--- config.mk ---
export PLATFORM = sky130hd
export DESIGN_NAME = dance_round_sequencer
export DESIGN_NICKNAME = d
export VERILOG_FILES = /design/src/rtl/dance_round_sequencer.sv
export SDC_FILE = /design/constraint.sdc
export NUM_CORES = 1
export LEC_CHECK = 0
export CORE_MARGIN = 2
export CORE_UTILIZATION = 50
export CTS_BUF_LIST = sky130_fd_sc_hd__clkbuf_4 sky130_fd_sc_hd__clkbuf_8 sky130_fd_sc_hd__clkbuf_16
export CTS_CLUSTER_DIAMETER = 120
export DETAILED_ROUTE_END_ITERATION = 6
export PLACE_DENSITY = 0.76
export SLEW_MARGIN = 20
export SYNTH_ARGS = -nofsm -noshare
export SYNTH_HDL_FRONTEND = slang
export SYNTH_SLANG_ARGS = --single-unit
--- constraint.sdc ---
create_clock -name i_clk -period 5.75 [get_ports i_clk]
set_input_delay 1.725 -clock i_clk [delete_from_list [all_inputs] [get_ports i_clk]]
set_output_delay 1.725 -clock i_clk [all_outputs]
set_load 0.005 [all_outputs]
--- src/rtl/dance_round_sequencer.sv ---
// Round controller: IDLE/RUN/PAUSE/OVER FSM, step tick generator, speed ramp and health bar.
// All outputs registered; state changes land on the clk edge after the causing pulse.
module dance_round_sequencer #(
  parameter int BASE_PERIOD   = 50_000_000,
  parameter int STEP_DELTA    = 5_000_000,
  parameter int RAMP_MAX      = 40_000_000,
  parameter int RAMP_MIN      = 15_000_000,
  parameter int RAMP_DOWN     = 10_000_000,
  parameter int RAMP_INTERVAL = 500_000_000,
  parameter int HEALTH_INIT   = 8,
  parameter int HEALTH_MAX    = 13,
  parameter int HEALTH_MIN    = 4
) (
  input  logic        i_clk,
  input  logic        i_reset,
  input  logic        i_start_pulse,
  input  logic        i_pause_pulse,
  input  logic [2:0]  i_hits,
  input  logic [2:0]  i_empties,
  output logic        o_step_tick,
  output logic [26:0] o_redux,
  output logic [3:0]  o_health,
  output logic [1:0]  o_state,
  output logic        o_game_over
);

  localparam int RW = $clog2(RAMP_INTERVAL);
  localparam logic [RW-1:0] RAMP_LAST = RW'(RAMP_INTERVAL - 1);
  localparam logic [26:0] P_BASE  = 27'(BASE_PERIOD);
  localparam logic [26:0] P_DELTA = 27'(STEP_DELTA);
  localparam logic [26:0] P_RMAX  = 27'(RAMP_MAX);
  localparam logic [26:0] P_RMIN  = 27'(RAMP_MIN);
  localparam logic [26:0] P_RDOWN = 27'(RAMP_DOWN);
  localparam logic [3:0]  H_INIT  = 4'(HEALTH_INIT);
  localparam logic [3:0]  H_MAX   = 4'(HEALTH_MAX);
  localparam logic [3:0]  H_MIN   = 4'(HEALTH_MIN);

  typedef enum logic [1:0] {
    S_IDLE  = 2'd0,
    S_RUN   = 2'd1,
    S_PAUSE = 2'd2,
    S_OVER  = 2'd3
  } state_t;

  state_t        r_state, w_state_nxt;
  logic          r_step_tick;
  logic [26:0]   r_redux;
  logic [3:0]    r_health;
  logic          r_game_over;
  logic          r_dir_up;
  logic [26:0]   r_scnt;
  logic [RW-1:0] r_rcnt;

  logic          w_run_stay, w_round_init, w_lose;
  logic [2:0]    w_active, w_hit;
  logic          w_score, w_all_hit;
  logic [26:0]   w_period;

  assign w_active  = ~i_empties;
  assign w_hit     = i_hits & w_active;
  assign w_all_hit = (w_hit == w_active);
  // Lane results only count while the previous edge raised the tick.
  assign w_score   = r_step_tick && (w_active != 3'b000);
  assign w_lose    = w_score && !w_all_hit && (r_health == H_MIN);
  assign w_period  = P_BASE - r_redux;

  always_comb begin
    w_state_nxt  = r_state;
    w_run_stay   = 1'b0;
    w_round_init = 1'b0;
    case (r_state)
      S_IDLE: begin
        if (i_start_pulse) begin
          w_state_nxt  = S_RUN;
          w_round_init = 1'b1;
        end
      end
      S_RUN: begin
        if (i_start_pulse)      w_state_nxt = S_IDLE;
        else if (i_pause_pulse) w_state_nxt = S_PAUSE;
        else begin
          w_run_stay = 1'b1;
          if (w_lose) w_state_nxt = S_OVER;
        end
      end
      S_PAUSE: begin
        if (i_start_pulse)      w_state_nxt = S_IDLE;
        else if (i_pause_pulse) w_state_nxt = S_RUN;
      end
      S_OVER: begin
        if (i_start_pulse) w_state_nxt = S_IDLE;
      end
      default: w_state_nxt = S_IDLE;
    endcase
  end

  always_ff @(posedge i_clk) begin
    if (i_reset) begin
      r_state     <= S_IDLE;
      r_game_over <= 1'b0;
    end else begin
      r_state     <= w_state_nxt;
      r_game_over <= (w_state_nxt == S_OVER);
    end
  end

  always_ff @(posedge i_clk) begin
    if (i_reset) begin
      r_step_tick <= 1'b0;
      r_redux     <= '0;
      r_health    <= H_INIT;
      r_dir_up    <= 1'b1;
      r_scnt      <= '0;
      r_rcnt      <= '0;
    end else begin
      r_step_tick <= 1'b0;
      if (w_round_init) begin
        r_redux  <= '0;
        r_health <= H_INIT;
        r_dir_up <= 1'b1;
        r_scnt   <= '0;
        r_rcnt   <= '0;
      end else if (w_run_stay) begin
        // Compare uses this cycle's period, so a ramp in the same cycle only affects later steps.
        if (r_scnt >= w_period - 27'd1) begin
          r_step_tick <= 1'b1;
          r_scnt      <= '0;
        end else begin
          r_scnt <= r_scnt + 27'd1;
        end

        if (r_rcnt == RAMP_LAST) begin
          r_rcnt <= '0;
          if (r_dir_up) begin
            if (r_redux < P_RMAX) r_redux  <= r_redux + P_DELTA;
            else                  r_dir_up <= 1'b0;
          end else begin
            if (r_redux > P_RMIN) r_redux  <= r_redux - P_RDOWN;
            else                  r_dir_up <= 1'b1;
          end
        end else begin
          r_rcnt <= r_rcnt + 1'b1;
        end

        if (w_score) begin
          if (w_all_hit) begin
            if (r_health < H_MAX) r_health <= r_health + 4'd1;
          end else if (r_health != H_MIN) begin
            r_health <= r_health - 4'd1;
          end
        end
      end
    end
  end

  assign o_step_tick = r_step_tick;
  assign o_redux     = r_redux;
  assign o_health    = r_health;
  assign o_state     = r_state;
  assign o_game_over = r_game_over;

endmodule

# == After elaboration in Yosys (flattened, before gate mapping) ==
# Index checks and enable logic that the tools add are counted.
# word_totals
ff_bits,92
latch_bits,0
mem_bits_rw,0
romBits,0
input_bits,10
output_inout_bits,35
elab_cells,71
n_memories,0
# op_classes
n_addsub,8
multipliers,0
div,0
n_lt_le_gt_ge,4
eq_ne,10
shift,0
muxes,25
bitwise_logic,3
n_reduce_logical,13
# op_table
cell,n
$mux W27,4
$add A29 B1 Y29 const B,1
$eq A29 B29 Y1 const B,1
$mux W29,1
$add A27 B1 Y27 const B,1
$add A27 B23 Y27 const B,1
$ge A27 B27 Y1,1
$gt A27 B24 Y1 const B,1
$lt A27 B26 Y1 const B,1
$sub A26 B27 Y27 const A,1
$sub A27 B1 Y27 const B,1
$sub A27 B24 Y27 const B,1
$mux W2,7
$mux W4,3
$mux W1,9
$pmux W2 S4,1
$reduce_and A4 Y1,2
$eq A2 B2 Y1 const B,3
$add A4 B1 Y4 const B,1
$eq A4 B3 Y1 const B,1
$lt A4 B4 Y1 const B,1
$ne A2 B1 Y1 const B,2
$ne A4 B3 Y1 const B,1
$reduce_bool A2 Y1,2
other kinds (13),15

# == Depth between registers and ports, before layout ==
# depth
depth_word,11
mapped_depth,17
depth_no_buf,15

# == Least setup slack after synthesis ==
# OpenSTA, ideal clock, no wires.
# synth_path
kind,reg2reg
startpoint,register r_redux[8] (netlist: o_redux[8])
endpoint,register r_scnt[10]
setup_ns,0.078
t_arrival_ns,3.919
t_required_ns,5.672
setup_slack_ns,1.753
stages_incl_launch_ff,18
path_buffers,2
synth_period_minus_slack_ns,3.997
path_cell_list,dfxtp_1 clkbuf_1 inv_1 ha_1 or4b_1 a31o_2 a21oi_1 nor2_1 a21oi_1 xnor2_1 ha_1 nand4_1 nor4_1 and3_1 a2111oi_2 a21oi_1 clkbuf_1 nor3_1
# synth_via
elab_chain_len,4
# synth_rtl
element,line_no,rtl
"start, declared",47,logic [26:0] r_redux;
"start signal, assigned",135,if (r_redux < P_RMAX) r_redux <= r_redux + P_DELTA;
"start signal, assigned",138,if (r_redux > P_RMIN) r_redux <= r_redux - P_RDOWN;
$sub A26 B27 Y27,65,assign w_period = P_BASE - r_redux;
$sub A27 B1 Y27,125,if (r_scnt >= w_period - 27'd1) begin
$ge A27 B27 Y1,125,
$mux W27,125,
"end signal, assigned",129,r_scnt <= r_scnt + 27'd1;
"end, declared",51,logic [26:0] r_scnt;
# Every way passes these cells.
# A chain may end at the register's enable or synchronous reset.

# == Worst setup path in the final report ==
# layout_path
startpoint,register r_redux[8] (netlist: o_redux[8])
endpoint,register r_scnt[6]
# The elaborated chain is that of the path after synthesis.

==> flow_summary.html <==
<table>
<tr><th>Metric</th><th>Value</th></tr>
<tr><th colspan="2">Worst setup path</th></tr>
<tr><td>Worst reg-to-reg path cell count</td><td>16</td></tr>
<tr><td>Kind of launch point of the worst setup path</td><td>register</td></tr>
<tr><td>Worst setup EP type</td><td>register</td></tr>
<tr><td>Data required time of the worst path</td><td>6.01 ns</td></tr>
<tr><td>Worst Path Class, Setup</td><td>register to register</td></tr>
<tr><td>Reg2reg start</td><td>o_redux[8]$_SDFFE_PP0P_</td></tr>
<tr><td>R2R Setup Slk</td><td>1.42 ns</td></tr>
<tr><td>End of the worst register-to-register path</td><td>r_scnt[6]$_SDFFE_PP0P_</td></tr>
<tr><td>Arrival time at the worst endpoint</td><td>4.59 ns</td></tr>
<tr><td>Maximum fanout encountered on the critical timing path</td><td>23</td></tr>
<tr><th colspan="2">Finish</th></tr>
<tr><td>Post-route cell area</td><td>6400 sq um</td></tr>
<tr><td>Final nets</td><td>768</td></tr>
<tr><td>Commonest non-fill, non-tap cell in the layout</td><td>dfxtp_1</td></tr>
<tr><td>Antenna Cells</td><td>0</td></tr>
<tr><td>Final cell count without fillers</td><td>873</td></tr>
<tr><td>Synth-to-layout area growth</td><td>12.6%</td></tr>
<tr><td>Most frequent cells in the layout</td><td>86 x dfxtp_1, 72 x nand2_1, 61 x nor2_1, 48 x nor3_1, 39 x xnor2_1</td></tr>
<tr><td>Share of layout cells above drive strength 1</td><td>5.05%</td></tr>
<tr><td>Final-layout fill cell count</td><td>978</td></tr>
<tr><th colspan="2">Drt</th></tr>
<tr><td>Number of DRC violations after detailed routing</td><td>0</td></tr>
<tr><td>Number of design-rule violations left by the first detailed-router iteration</td><td>412</td></tr>
<tr><td>Post-detailed-route count of antenna-violating nets</td><td>0</td></tr>
<tr><td>Routed wirelength normalized by instance count</td><td>16.2 um</td></tr>
<tr><td>Drt first pass iters</td><td>5</td></tr>
<tr><td>Total number of vias</td><td>5286</td></tr>
<tr><td>Post-DR vias/cell</td><td>6.05</td></tr>
<tr><td>Detailed-route wire length</td><td>14200 um</td></tr>
<tr><th colspan="2">GRT</th></tr>
<tr><td>Total congestion overflow</td><td>0</td></tr>
<tr><td>First-pass GRT wire length</td><td>24000 um</td></tr>
<tr><td>Maximum number of pins on one net before global-route repair</td><td>38</td></tr>
<tr><td>Initial antenna violation count</td><td>0</td></tr>
<tr><td>Aggregate global-route resource usage</td><td>23.2%</td></tr>
<tr><td>Vias in the first global route</td><td>5031</td></tr>
<tr><th colspan="2">Power and ir drop</th></tr>
<tr><td>Internal Pwr Total</td><td>0.961 mW</td></tr>
<tr><td>Leakage power</td><td>2.26 nW</td></tr>
<tr><td>Fraction of power spent switching nets</td><td>23.1%</td></tr>
<tr><td>Proportion of power drawn by the clock network</td><td>48.5%</td></tr>
<tr><td>Power density cells</td><td>195 nW/um^2</td></tr>
<tr><td>Worst voltage drop across the vdd grid</td><td>0.235 mV</td></tr>
<tr><td>Combinational group share of total power</td><td>3.7%</td></tr>
<tr><td>Power share of the sequential group</td><td>47.8%</td></tr>
<tr><td>Switch Pwr</td><td>0.289 mW</td></tr>
<tr><th colspan="2">Clocking</th></tr>
<tr><td>Cts hold-fix bufs</td><td>0</td></tr>
<tr><td>Post-cts sizing count</td><td>0</td></tr>
<tr><td>Root buffer cell</td><td>clkbuf_16</td></tr>
<tr><td>Maximum clock insertion buffer count</td><td>2</td></tr>
<tr><td>Total setup buffers inserted after CTS</td><td>0</td></tr>
<tr><td>Clock insertion delay at the later pin of the skew report</td><td>0.35 ns</td></tr>
<tr><td>CTS H-tree depth</td><td>3</td></tr>
<tr><td>Inserted Clock Buffers</td><td>9</td></tr>
<tr><td>Number of clock sinks</td><td>86</td></tr>
<tr><td>TritonCTS clock tree</td><td>built</td></tr>
<tr><td>Clock transition at the registers of the reported paths</td><td>0.07 ns</td></tr>
<tr><th colspan="2">STA</th></tr>
<tr><td>Final clock skew</td><td>0.0117 ns</td></tr>
<tr><td>Ratio of final minimum period to clock period</td><td>75.2%</td></tr>
<tr><td>Least-Margin Pin Slew</td><td>0.924 ns</td></tr>
<tr><td>Number of max-slew violations in the final report</td><td>0</td></tr>
<tr><td>Worst setup margin</td><td>1.42 ns</td></tr>
<tr><td>Count of final setup violators</td><td>0</td></tr>
<tr><td>Slew margin rel.</td><td>37.6%</td></tr>
<tr><td>Final total negative setup slack</td><td>0 ns</td></tr>
<tr><td>RSZ-0062 raised after global routing</td><td>no</td></tr>
<tr><td>Final Hold Vio Count</td><td>0</td></tr>
<tr><td>Achievable Freq</td><td>231 MHz</td></tr>
<tr><td>Minimum clock period</td><td>4.33 ns</td></tr>
<tr><td>Minimum hold slack</td><td>0.473 ns</td></tr>
<tr><th colspan="2">Yosys</th></tr>
<tr><td>Share of the yosys chip area belonging to registers</td><td>30.3%</td></tr>
<tr><td>Area leader, netlist</td><td>dfxtp_1</td></tr>
<tr><td>Area share of the leading cell type in the synthesized netlist</td><td>30.3%</td></tr>
<tr><td>Cell count after synthesis</td><td>717</td></tr>
<tr><td>Post-synthesis area per instance</td><td>7.92 sq um</td></tr>
<tr><td>Dominant synthesized flop cell</td><td>dfxtp_1</td></tr>
<tr><td>Flip-flop and latch count after synthesis</td><td>86</td></tr>
<tr><td>Number of enable-type register cells in the synthesized netlist</td><td>0</td></tr>
<tr><td>Number of warnings reported in the yosys synthesis log</td><td>0</td></tr>
<tr><td>FFs w/ async S/R, synth</td><td>0%</td></tr>
<tr><td>Count of unique library cells instantiated by Yosys</td><td>70</td></tr>
<tr><td>Cell types with the largest area share after synthesis</td><td>dfxtp_1 30%, ha_1 6.4%, xnor2_1 6.0%</td></tr>
<tr><td>Total standard cell area after synthesis</td><td>5680 sq um</td></tr>
<tr><th colspan="2">Place</th></tr>
<tr><td>HPWL after DPL</td><td>10100 um</td></tr>
<tr><td>Count of buffers from port buffering</td><td>38</td></tr>
<tr><td>Cell total after placement</td><td>857</td></tr>
<tr><td>Post-place instance area</td><td>6090 sq um</td></tr>
<tr><td>GP Congestion</td><td>0.934</td></tr>
<tr><td>Pre-CTS worst setup slack</td><td>1.25 ns</td></tr>
<tr><th colspan="2">Job</th></tr>
<tr><td>Maxcap violations</td><td>0</td></tr>
<tr><th colspan="2">Min path</th></tr>
<tr><td>Type of the most critical hold path</td><td>register to register</td></tr>
<tr><td>Hold Path Stages</td><td>2</td></tr>
<tr><td>Worst Hold Endpoint</td><td>r_scnt[1]$_SDFFE_PP0P_</td></tr>
<tr><td>Hold_sp</td><td>r_scnt[1]$_SDFFE_PP0P_</td></tr>
<tr><th colspan="2">Die</th></tr>
<tr><td>Vertical extent of the die</td><td>111 um</td></tr>
<tr><td>Initial standard-cell utilization of the core</td><td>51.7%</td></tr>
<tr><td>Width of the die</td><td>111 um</td></tr>
<tr><td>Area of the die</td><td>12200 sq um</td></tr>
<tr><td>Total core area</td><td>11000 sq um</td></tr>
<tr><td>Core Rows</td><td>38</td></tr>
<tr><td>I/O pin count</td><td>45</td></tr>
<tr><th colspan="2">Outcome</th></tr>
<tr><td>Result of the run</td><td>completed</td></tr>
</table>
-- stage by stage --
stage	util [%]	power (mW)
after global routing	58.3	1.29
after global placement	55.5	0.656
after CTS	58.3	1.26
final	58.3	1.25
after floorplan	-	0.643
after detailed placement	55.5	0.657
-- Yosys cell counts, types with 4 or more instances --
library cell   n
a211o_1        4
ha_1          29
a21o_1         8
xnor2_1       39
mux2i_1       15
or4b_1         4
and4_1         6
nand3_1       24
buf_4          6
or3_1         18
nor2_1        62
and3_1        10
inv_1         14
a21oi_1       35
nor4_1        11
xor2_1        29
and2_1         6
dfxtp_1       86
nor2b_1        5
a31oi_1       11
o21ai_0       23
nand2_1       72
nand4_1       29
a211oi_1      10
o21ai_1        4
nor4b_1        4
clkbuf_1      38
a31o_2         5
nor3_1        48
-- worst max-delay path, cell delays in order (launching register included) --
cell and delay, ns:
dfxtp_1 0.43, inv_1 0.15, ha_1 0.31, or4b_1 0.53
a31o_2 0.28, a21oi_1 0.23, nor2_1 0.12, a21oi_1 0.19
xnor2_1 0.14, ha_1 0.26, nand4_1 0.11, nor4_1 0.10
and3_1 0.20, a2111oi_2 0.61, a21oi_1 0.14, buf_4 0.24
nor3_1 0.19
-- state kept, by name, indices dropped and copies added (netlist names) --
name	flops
r_rcnt	29
o_state	2
o_step_tick	1
o_health	4
o_game_over	1
r_dir_up	1
r_scnt	27
o_redux	21
-- layout make-up --
type	instances	area, sq um	share of cell area, %
inverter	16	60.1	0.939
clock buffer	10	233	3.64
multi-input combinational	572	3720	58.1
sequential	86	1720	26.9
clock inverter	6	75.1	1.17
timing repair buffer	43	418	6.53
tap	140	175	2.74
-- how the worst max path moves through the flow --
stage                       startpoint                       to  cells past startpoint
6_report       o_redux[8]$_SDFFE_PP0P_   r_scnt[6]$_SDFFE_PP0P_                     16
3_5_place_dp             i_start_pulse  r_rcnt[26]$_SDFFE_PP0P_                      6
2_1_floorplan  o_redux[8]$_SDFFE_PP0P_  r_scnt[10]$_SDFFE_PP0P_                     17
3_3_place_gp             i_start_pulse  r_rcnt[26]$_SDFFE_PP0P_                      6
4_1_cts        o_redux[8]$_SDFFE_PP0P_   r_scnt[6]$_SDFFE_PP0P_                     16
5_1_grt        o_redux[8]$_SDFFE_PP0P_   r_scnt[6]$_SDFFE_PP0P_                     16
-- cell families after synthesis --
logic type                 synth area share [%]
xor gates and xnor gates                   10.5
buffers and inverters                      4.65
DFF                                        30.3
other                                    0.0660
and+or+nand+nor                            29.1
AOI/OAI and AO/OA                          16.1
muxes                                      2.64
adders and majority gates                  6.74
-- power by group through the flow --
stage | sequential [mW] | clock, mW | combinational [mW]
floorplan | 0.611 | 0 | 0.0316
finish | 0.598 | 0.607 | 0.0462
global placement | 0.611 | 0 | 0.0448
detailed placement | 0.611 | 0 | 0.0462
global route | 0.598 | 0.637 | 0.0506
CTS | 0.598 | 0.618 | 0.0463
-- metal layers --
layer / global-route usage (%) / share of wire [%] / vias up
met5: 0 / 0 / -
met4: 8.67 / 1.7 / 0
met3: 4.72 / 5.4 / 18
met2: 38.4 / 46 / 145
met1: 30.0 / 47 / 2507
li1: - / - / 2616
(Power assumes the default switching activity.)
